### src/rtl/pic_pkg.sv
// rtl/pic_pkg.sv - shared types and priority helpers for the PIC acknowledge core
package pic_pkg;

    localparam int NUM_IR = 8;
    localparam int LVL_W  = 3;
    localparam logic [LVL_W-1:0] SPURIOUS_LVL = 3'd7;

    typedef enum logic [1:0] {
        ST_IDLE  = 2'd0,
        ST_ACK1  = 2'd1,
        ST_WAIT2 = 2'd2,
        ST_ACK2  = 2'd3
    } ack_state_t;

    typedef struct packed {
        logic             valid;
        logic             specific;
        logic [LVL_W-1:0] level;
    } eoi_cmd_t;

    typedef struct packed {
        logic             valid;
        logic [LVL_W-1:0] level;
    } prio_t;

    // Lowest index wins: IR0 is the highest priority.
    function automatic prio_t prio_encode(input logic [NUM_IR-1:0] bits);
        prio_t r;
        r.valid = 1'b0;
        r.level = '0;
        for (int i = NUM_IR - 1; i >= 0; i--) begin
            if (bits[i]) begin
                r.valid = 1'b1;
                r.level = LVL_W'(i);
            end
        end
        return r;
    endfunction

    function automatic logic [NUM_IR-1:0] level_mask(input logic [LVL_W-1:0] lvl);
        return NUM_IR'(1) << lvl;
    endfunction

endpackage

### src/rtl/pic_priority_resolver.sv
// rtl/pic_priority_resolver.sv - fully-nested priority compare of unmasked IRR against ISR
module pic_priority_resolver
    import pic_pkg::*;
(
    input  logic [NUM_IR-1:0] irr,
    input  logic [NUM_IR-1:0] imr,
    input  logic [NUM_IR-1:0] isr,
    output logic [LVL_W-1:0]  req_level,
    output logic              isr_valid,
    output logic [LVL_W-1:0]  isr_level,
    output logic              int_req
);

    prio_t req_p;
    prio_t isr_p;

    always_comb begin
        req_p = prio_encode(irr & ~imr);
        isr_p = prio_encode(isr);
    end

    assign req_level = req_p.level;
    assign isr_valid = isr_p.valid;
    assign isr_level = isr_p.level;
    assign int_req   = req_p.valid && (!isr_p.valid || (req_p.level < isr_p.level));

endmodule

### src/rtl/pic_ack_core.sv
// rtl/pic_ack_core.sv - IRR/ISR, priority, INT and two-pulse INTA vector sequencing (8086 mode)
module pic_ack_core #(
    parameter int SYNC_STAGES = 2,
    parameter int NUM_IR      = 8
) (
    input  logic              clk,
    input  logic              rst_n,
    input  logic [NUM_IR-1:0] ir_in,
    input  logic              inta_n,
    input  logic              icw1_write,
    input  logic              ltim,
    input  logic              aeoi,
    input  logic [4:0]        vector_base,
    input  logic [NUM_IR-1:0] imr,
    input  logic              eoi_valid,
    input  logic              eoi_specific,
    input  logic [2:0]        eoi_level,
    output logic              int_out,
    output logic [7:0]        vector_data,
    output logic              vector_oe,
    output logic [NUM_IR-1:0] irr,
    output logic [NUM_IR-1:0] isr
);

    import pic_pkg::*;

    logic [SYNC_STAGES-1:0][NUM_IR-1:0] ir_sync;
    logic [SYNC_STAGES-1:0]             inta_sync;
    logic [NUM_IR-1:0] ir_lvl, ir_prev, ir_rise;
    logic inta_s, inta_prev, inta_fall, inta_rise;

    ack_state_t state, state_next;
    logic take_ack, load_vector, end_ack;
    logic int_next, oe_next;

    logic [LVL_W-1:0]  ack_level;
    logic              spurious;
    logic [NUM_IR-1:0] set_mask, clr_mask, isr_next, irr_next;

    logic [LVL_W-1:0] req_level, isr_level;
    logic             isr_valid, int_req;
    eoi_cmd_t         eoi;

    assign eoi = {eoi_valid, eoi_specific, eoi_level};

    // The INTA chain idles high so that leaving reset never looks like an acknowledge.
    always_ff @(posedge clk or negedge rst_n) begin
        if (!rst_n) begin
            ir_sync   <= '0;
            ir_prev   <= '0;
            inta_sync <= '1;
            inta_prev <= 1'b1;
        end else if (icw1_write) begin
            ir_sync   <= '0;
            ir_prev   <= '0;
            inta_sync <= '1;
            inta_prev <= 1'b1;
        end else begin
            ir_sync   <= {ir_sync[SYNC_STAGES-2:0], ir_in};
            ir_prev   <= ir_sync[SYNC_STAGES-1];
            inta_sync <= {inta_sync[SYNC_STAGES-2:0], inta_n};
            inta_prev <= inta_sync[SYNC_STAGES-1];
        end
    end

    assign ir_lvl    = ir_sync[SYNC_STAGES-1];
    assign ir_rise   = ir_lvl & ~ir_prev;
    assign inta_s    = inta_sync[SYNC_STAGES-1];
    assign inta_fall = inta_prev & ~inta_s;
    assign inta_rise = ~inta_prev & inta_s;

    pic_priority_resolver u_resolver (
        .irr       (irr),
        .imr       (imr),
        .isr       (isr),
        .req_level (req_level),
        .isr_valid (isr_valid),
        .isr_level (isr_level),
        .int_req   (int_req)
    );

    always_ff @(posedge clk or negedge rst_n) begin
        if (!rst_n) begin
            state <= ST_IDLE;
        end else if (icw1_write) begin
            state <= ST_IDLE;
        end else begin
            state <= state_next;
        end
    end

    always_comb begin
        state_next  = state;
        take_ack    = 1'b0;
        load_vector = 1'b0;
        end_ack     = 1'b0;
        case (state)
            ST_IDLE: begin
                if (inta_fall) begin
                    state_next = ST_ACK1;
                    take_ack   = 1'b1;
                end
            end
            ST_ACK1: begin
                if (inta_rise) state_next = ST_WAIT2;
            end
            ST_WAIT2: begin
                if (inta_fall) begin
                    state_next  = ST_ACK2;
                    load_vector = 1'b1;
                end
            end
            ST_ACK2: begin
                if (inta_rise) begin
                    state_next = ST_IDLE;
                    end_ack    = 1'b1;
                end
            end
            default: state_next = ST_IDLE;
        endcase
        // INT stays low for the whole acknowledge; it is re-evaluated once back in IDLE.
        int_next = (state == ST_IDLE) && !take_ack && int_req;
        oe_next  = (state_next == ST_ACK2);
    end

    // An ISR set in the same cycle as an EOI clear of that bit wins.
    always_comb begin
        set_mask = '0;
        clr_mask = '0;
        if (take_ack && int_req) set_mask = level_mask(req_level);
        if (eoi.valid) begin
            if (eoi.specific)   clr_mask = level_mask(eoi.level);
            else if (isr_valid) clr_mask = level_mask(isr_level);
        end
        if (end_ack && aeoi && !spurious) clr_mask = clr_mask | level_mask(ack_level);
        isr_next = (isr & ~clr_mask) | set_mask;
        if (ltim) irr_next = ir_lvl;
        else      irr_next = ((irr | ir_rise) & ir_lvl) & ~set_mask;
    end

    always_ff @(posedge clk or negedge rst_n) begin
        if (!rst_n) begin
            irr         <= '0;
            isr         <= '0;
            int_out     <= 1'b0;
            vector_oe   <= 1'b0;
            vector_data <= '0;
            ack_level   <= '0;
            spurious    <= 1'b0;
        end else if (icw1_write) begin
            irr         <= '0;
            isr         <= '0;
            int_out     <= 1'b0;
            vector_oe   <= 1'b0;
            vector_data <= '0;
            ack_level   <= '0;
            spurious    <= 1'b0;
        end else begin
            irr       <= irr_next;
            isr       <= isr_next;
            int_out   <= int_next;
            vector_oe <= oe_next;
            if (take_ack) begin
                ack_level <= int_req ? req_level : SPURIOUS_LVL;
                spurious  <= !int_req;
            end
            if (load_vector) vector_data <= {vector_base, ack_level};
        end
    end

endmodule

### config.mk
export PLATFORM = sky130hd
export DESIGN_NAME = pic_ack_core
export DESIGN_NICKNAME = d
export VERILOG_FILES = /design/src/rtl/pic_pkg.sv /design/src/rtl/pic_priority_resolver.sv /design/src/rtl/pic_ack_core.sv
export SDC_FILE = /design/constraint.sdc
export NUM_CORES = 1
export LEC_CHECK = 0
export CORE_UTILIZATION = 35
export CTS_CLUSTER_SIZE = 10
export DETAILED_ROUTE_END_ITERATION = 6
export PLACE_DENSITY = 0.68
export SLEW_MARGIN = 20
export SYNTH_ARGS = -nofsm -noshare
export SYNTH_HDL_FRONTEND = slang
export SYNTH_SLANG_ARGS = --single-unit
### constraint.sdc
create_clock -name clk -period 5 [get_ports clk]
set_input_delay 1 -clock clk [delete_from_list [all_inputs] [get_ports clk]]
set_output_delay 1 -clock clk [all_outputs]
set_load 0.05 [all_outputs]
==> impl_metrics.tcl, run 1 <==
set metrics [dict create \
    status "completed" \
    pwr-share-comb_pct 9.5 \
    tns_ps 0 \
    overflow 0 \
    synth_top_family_by_area "simple AND/OR/NAND/NOR gates" \
    grt_pass1_vias 2219 \
    rows 32 \
    crit_chain "clkdlybuf4s50_1, and2b_4, nor4_2, nand2_1, inv_1, ha_1, a211oi_1, o21ai_1, o31ai_2, and3_1, a211oi_1" \
    fill_cells 731 \
    ys_types 56 \
    drt-pass1-iter-count 4 \
    synthSimpleGateAreaFrac_pct 29.8 \
    htree_levels 3 \
    grt_util_all_layers_pct 17.0 \
    numCtsBuffers 9 \
    drive_above_1_share_pct 11.2 \
    syn_nets 317 \
    port_buffers 57 \
    core_sq_um 7730 \
    grt_max_degree 60 \
    cts_max_path_buffers 2 \
    reg2reg_slack_ps 2100 \
    regArea_sq_um 1480 \
    ir_drop_mv 0.163 \
    switchingPower_uw 253 \
    synth_area_sq_um 2810 \
    stdcell_area_sq_um 3690 \
    drc 0 \
    nNetsFinal 377 \
    hold_class "reg2reg" \
    avgRoutedWirePerCell_um 14.4 \
    finalClockSkew_ps 8.53 \
    path_clk_slew_ps 70 \
    place_area_sq_um 3480 \
    path_common_cell "a211oi_1" \
    path_class "in2reg" \
    wl_um 6500 \
    die_h_um 91.6 \
    area_growth_pct 31.5 \
    p_clk_share_pct 44.0 \
    gp_congestion 0.839 \
    async_reset_ff_share_pct 100 \
    crit_path_max_incr_delay_ps 480 \
    cap_violations 0 \
    p_sw_share_pct 23.6 \
    post_cts_buffers 0 \
    drv_slew 0 \
    clock.fmax_mhz 278 \
    dp_hpwl_um 4570 \
    period_share_pct 72.0 \
    finalSetupViolCount 0 \
    cts-resized-gates 0 \
    synthFlopType "dfrtp_1" \
    synth_edf_count 0 \
    crit_path_top_delay_cell "clkdlybuf4s50_1" \
    rsz0062_at_grt "no" \
    cts_root_buf "clkbuf_8" \
    ant_nets 0 \
    die_area_sq_um 8390 \
    yosys_warnings 0 \
    vias_per_cell 5.10 \
    die_x_um 91.6 \
    synth-compound-area-share_pct 11.2 \
    avgSynthCellArea_sq_um 9.93 \
    start_util_pct 36.4 \
    clkLatencyLatePin_ps 330 \
    cts_tree "built" \
    yosysSeqAreaShare_pct 52.7 \
    drt-initial-drc-count 142 \
    leakagePower_uw 0.00153 \
    hold_buffers 0 \
    relSlewSlack_pct 37.5 \
    crit_arrival_ps 3760 \
    multi_input_area_sq_um 1270 \
    grt_pass1_wl_um 11000 \
    io_pins 58 \
    p_seq_share_pct 46.6 \
    crit_fanout 6 \
    vias 2295 \
    internal-power_uw 818 \
    cp-end-kind "flip-flop" \
    clock_sinks 59 \
    power.density_nw_per_um2 290 \
    synth-xor-area-share_pct 0.312 \
    worstMarginPinSlew_ps 937 \
    muxShareOfSynthArea_pct 2.85 \
    crit_path_start_kind "input pin" \
    period_minus_slack_ps 3600 \
    finalHoldViolations 0 \
    synthAdderAreaFrac_pct 0.891 \
    required_ps 5170 \
    antenna_found_initial 0 \
    ys_ff_latch 59 \
    syn_inst 283 \
    diodes 0 \
]
-- layout by cell type, fill, tap and decap left out, types with 2 or more instances in the layout --
master           Yosys  routed
nand4b_1             2       2
dfrtp_1             56      56
nand2b_1             7       7
bufinv_16            0       2
o21ai_0              7       7
inv_2                2       2
nand3b_1             3       3
and2_1               3       3
or3_1                2       2
o21ai_1              4       4
o22ai_1              3       3
mux2i_1              8       8
nor4_2               2       2
a31oi_1              2       2
nand2_1             27      27
clkbuf_8             0       9
nor2b_1             30      30
o31ai_1              2       2
a21oi_1              8       8
nor4_1               5       5
nor2_1              38      38
buf_2                0       2
clkdlybuf4s50_1      0      55
clkinv_4             0       2
or2_2                4       4
nor4b_1              2       2
nor3_1               7       7
dfstp_2              3       3
a211oi_1             4       4
inv_1                6       6
ha_1                 2       2
nand3_1              7       7
-- power groups by stage --
stage | Clock (uW) | Sequential, uW | Combinational, uW
floorplan | 0 | 513 | 44.0
global placement | 0 | 507 | 101
detailed placement | 0 | 507 | 102
CTS | 484 | 498 | 102
global route | 505 | 500 | 113
finish | 471 | 498 | 101
-- layer usage --
metal / part of all wire, % / track usage (%)
met5: 0 / 0
met3: 4.0 / 3.18
met4: 2.1 / 8.47
met1: 46 / 22.4
met2: 48 / 26.7
-- flip-flops by register name, summed over array words and instances, names as in the netlist --
register / cells
inta_prev: 1
irr: 8
isr: 8
ir_sync: 8
inta_sync: 2
vector_oe: 1
spurious: 1
vector_data: 8
state: 2
ir_prev: 8
ir_lvl: 8
int_out: 1
ack_level: 3
-- cells by family after synthesis --
kind of cell | count (synthesis)
AND/OR/NAND/NOR | 153
flip-flops | 59
AO/OA/AOI/OAI | 43
buffers and inverters | 17
multiplexers | 8
adder cells (fa/ha/maj) | 2
XOR/XNOR | 1
-- final cells by class --
cell class | count | area share (%)
sequential | 59 | 40.1
multi-input combinational | 207 | 34.4
timing repair buffer | 58 | 15.4
clock buffer | 10 | 3.46
tap | 102 | 3.46
clock inverter | 6 | 2.44
inverter | 8 | 0.813
-- critical path: cells and delay by family --
family,cells,cell delay [ps]
adders and majority gates,1,240
and+or+nand+nor,4,1130
buffers and inverters,2,570
AOI/OAI and AO/OA,4,830
-- synthesized netlist by cell type (all sizes together) (2+ instances only) --
cell | n | area, sq um
nand2b | 8 | 57.6
nand3 | 7 | 35.0
nor4b | 2 | 17.5
or2 | 5 | 31.3
a21oi | 8 | 40.0
dfstp | 3 | 78.8
clkbuf | 7 | 26.3
o31ai | 4 | 48.8
or3 | 2 | 12.5
nor3 | 8 | 45.0
mux2i | 8 | 80.1
dfrtp | 56 | 1400
buf | 2 | 7.51
and2b | 2 | 17.5
ha | 2 | 25.0
o21ai | 11 | 55.1
a31oi | 2 | 12.5
o22ai | 3 | 18.8
nand2 | 27 | 101
nor2 | 38 | 143
a211oi | 5 | 42.5
nor2b | 31 | 196
nand3b | 3 | 22.5
inv | 8 | 30.0
and2 | 3 | 18.8
nand4b | 2 | 17.5
nor3b | 2 | 15.0
nor4 | 7 | 56.3
-- final timing paths --
| path | startpoint | end | cells after the start |
|---|---|---|---|
| worst max-delay path | imr[3] | ack_level[1] | 11 |
| worst min-delay path | ir_sync[0] | ir_lvl[0] | 1 |
| worst max register to register | irr[0] | ack_level[1] | 10 |
| worst min register to register | ir_sync[0] | ir_lvl[0] | 1 |
| max in group asynchronous | rst_n | int_out | 2 |
| min in group asynchronous | rst_n | ir_lvl[0] | 2 |
-- per-stage QoR --
| step | instances | util (%) | setup WS (ps) | power, uW | hold WS, ps |
|---|---|---|---|---|---|
| 5_1_grt | 450 | 47.8 | 1160 | 1120 | 496 |
| 2_1_floorplan | 283 | - | 1920 | 557 | 439 |
| 3_3_place_gp | 434 | 45.0 | 1240 | 608 | 441 |
| 4_1_cts | 450 | 47.8 | 1460 | 1090 | 470 |
| 3_5_place_dp | 434 | 45.0 | 1120 | 609 | 454 |
| 6_report | 450 | 47.8 | 1400 | 1070 | 462 |
(Power assumes the default switching activity.)
==> run 2, diff against run 1 <==
--- a/config.mk
+++ b/config.mk
@@ -8,7 +8,7 @@
 export CORE_UTILIZATION = 35
 export CTS_CLUSTER_SIZE = 10
 export DETAILED_ROUTE_END_ITERATION = 6
-export PLACE_DENSITY = 0.68
+export PLACE_DENSITY = 0.7
 export SLEW_MARGIN = 20
 export SYNTH_ARGS = -nofsm -noshare
 export SYNTH_HDL_FRONTEND = slang
==> constraint.sdc (replaced) <==
create_clock -name clk -period 3.3 [get_ports clk]
set_input_delay 0.66 -clock clk [delete_from_list [all_inputs] [get_ports clk]]
set_output_delay 0.66 -clock clk [all_outputs]
set_load 0.05 [all_outputs]
==> run 2 against run 1 <==
Register-to-register slack worse by 1400 ps. Critical path depth is 1 lower. Largest power group unchanged. Clock power is 53% higher. Sequential share of layout area is 0.48 points lower. Sequential cell count stayed put. Routed wire length is 1.0% lower. Largest cell class unchanged. Critical path type unchanged. Final cell count is 1.1% higher.
==> impl_metrics.tcl, run 2 (synthesized netlist as in run 1, its figures left out) <==
set metrics [dict create \
    hold_class "in2async" \
    vias 2273 \
    period_minus_slack_ps 2910 \
    clkLatencyLatePin_ps 330 \
    diodes 0 \
    place_area_sq_um 3520 \
    status "completed" \
    cp-end-kind "flip-flop" \
    tns_ps 0 \
    die_x_um 91.6 \
    nNetsFinal 383 \
    io_pins 58 \
    gp_congestion 0.875 \
    power.density_nw_per_um2 437 \
    clock_sinks 59 \
    path_class "in2reg" \
    core_sq_um 7730 \
    final_common_cell "dfrtp_1" \
    cts_tree "built" \
    grt_pass1_vias 2282 \
    dp_cells 440 \
    grt_pass1_wl_um 10800 \
    antenna_found_initial 0 \
    drv_slew 0 \
    drive_above_1_share_pct 12.7 \
    area_growth_pct 33.1 \
    die_h_um 91.6 \
    rows 32 \
    finalClockSkew_ps 6.92 \
    grt_max_degree 49 \
    dp_hpwl_um 4650 \
    wl_um 6430 \
    ir_drop_mv 0.207 \
    path_clk_slew_ps 70 \
    cts_max_path_buffers 2 \
    htree_levels 3 \
    post_cts_buffers 0 \
    vias_per_cell 5.00 \
    crit_path_start_kind "input pin" \
    worstMarginPinSlew_ps 806 \
    avgRoutedWirePerCell_um 14.1 \
    crit_arrival_ps 3160 \
    leakagePower_uw 0.00156 \
    fill_cells 706 \
    final_cell_count_no_fill 455 \
    multi_input_area_sq_um 1270 \
    ant_nets 0 \
    cts-resized-gates 0 \
    rsz0062_at_grt "no" \
    hold_buffers 0 \
    finalHoldViolations 0 \
    relSlewSlack_pct 46.0 \
    grt_util_all_layers_pct 16.7 \
    required_ps 3550 \
    stdcell_area_sq_um 3740 \
    numCtsBuffers 9 \
    clock.fmax_mhz 343 \
    start_util_pct 36.4 \
    layout_common_cells "dfrtp_1 (56), clkdlybuf4s50_1 (55), nor2_1 (38)" \
    drt-pass1-iter-count 4 \
    cap_violations 0 \
    drt-initial-drc-count 147 \
    period_share_pct 88.3 \
    regArea_sq_um 1480 \
    crit_fanout 5 \
    overflow 0 \
    finalSetupViolCount 0 \
    drc 0 \
    port_buffers 57 \
    cts_root_buf "clkbuf_8" \
    die_area_sq_um 8390 \
]
## run 2: cell types whose count changed in the layout (fill, tap and decap cells not counted), sizes merged
cell,before,now
buf,3,9
clkinv,3,2
## run 2: worst paths after layout
kind                            startpoint         end  slack (ps)  cells past startpoint
worst max register to register      irr[0]      isr[1]         730                      9
max in group asynchronous            rst_n  ir_prev[5]        2420                      2
min in group clk                ir_sync[1]   ir_lvl[1]         450                      1
worst min register to register  ir_sync[1]   ir_lvl[1]         450                      1
worst min-delay path                 rst_n  ir_sync[7]         330                      1
worst max-delay path                imr[4]      isr[1]         390                     10
## run 2: area by class of cell
type,instances,area share [%]
Sequential cell,59,39.6
Multi-Input combinational cell,207,34.0
Clock buffer,10,3.68
Tap cell,102,3.41
Clock inverter,5,2.07
Timing Repair Buffer,64,16.5
Inverter,8,0.803
## run 2: through the flow
stage | power, uW | hold WS, ps | util [%] | worst slack (ps)
finish | 1630 | 332 | 48.4 | 386
global route | 1700 | 375 | 48.4 | 215
CTS | 1650 | 463 | 48.3 | 391
detailed placement | 928 | 448 | 45.6 | 56.4
global placement | 926 | 444 | 45.6 | 94.2
floorplan | 844 | 364 | - | 536
## run 2: critical path, cell delays in order
cell,delay [ps]
clkdlybuf4s50_1,450
and2b_1,210
a211oi_2,280
o31ai_4,90
inv_2,80
ha_1,220
o21a_1,190
o22a_1,250
or4_1,550
o22ai_1,190
## run 2: power by group
part	total [uW]	switching, uW	leakage (uW)	internal [uW]
Clock	719	280	0.000108	439
Sequential	755	11.8	0.000795	744
Combinational	158	84.8	0.000657	73.6
## run 2: per-layer routing
layer	track usage (%)	share of wire, %	vias up
met1	20.3	44	1079
li1	-	-	1111
met3	4.69	5.2	16
met2	26.9	48	67
met5	0	0	-
met4	8.86	3.0	0
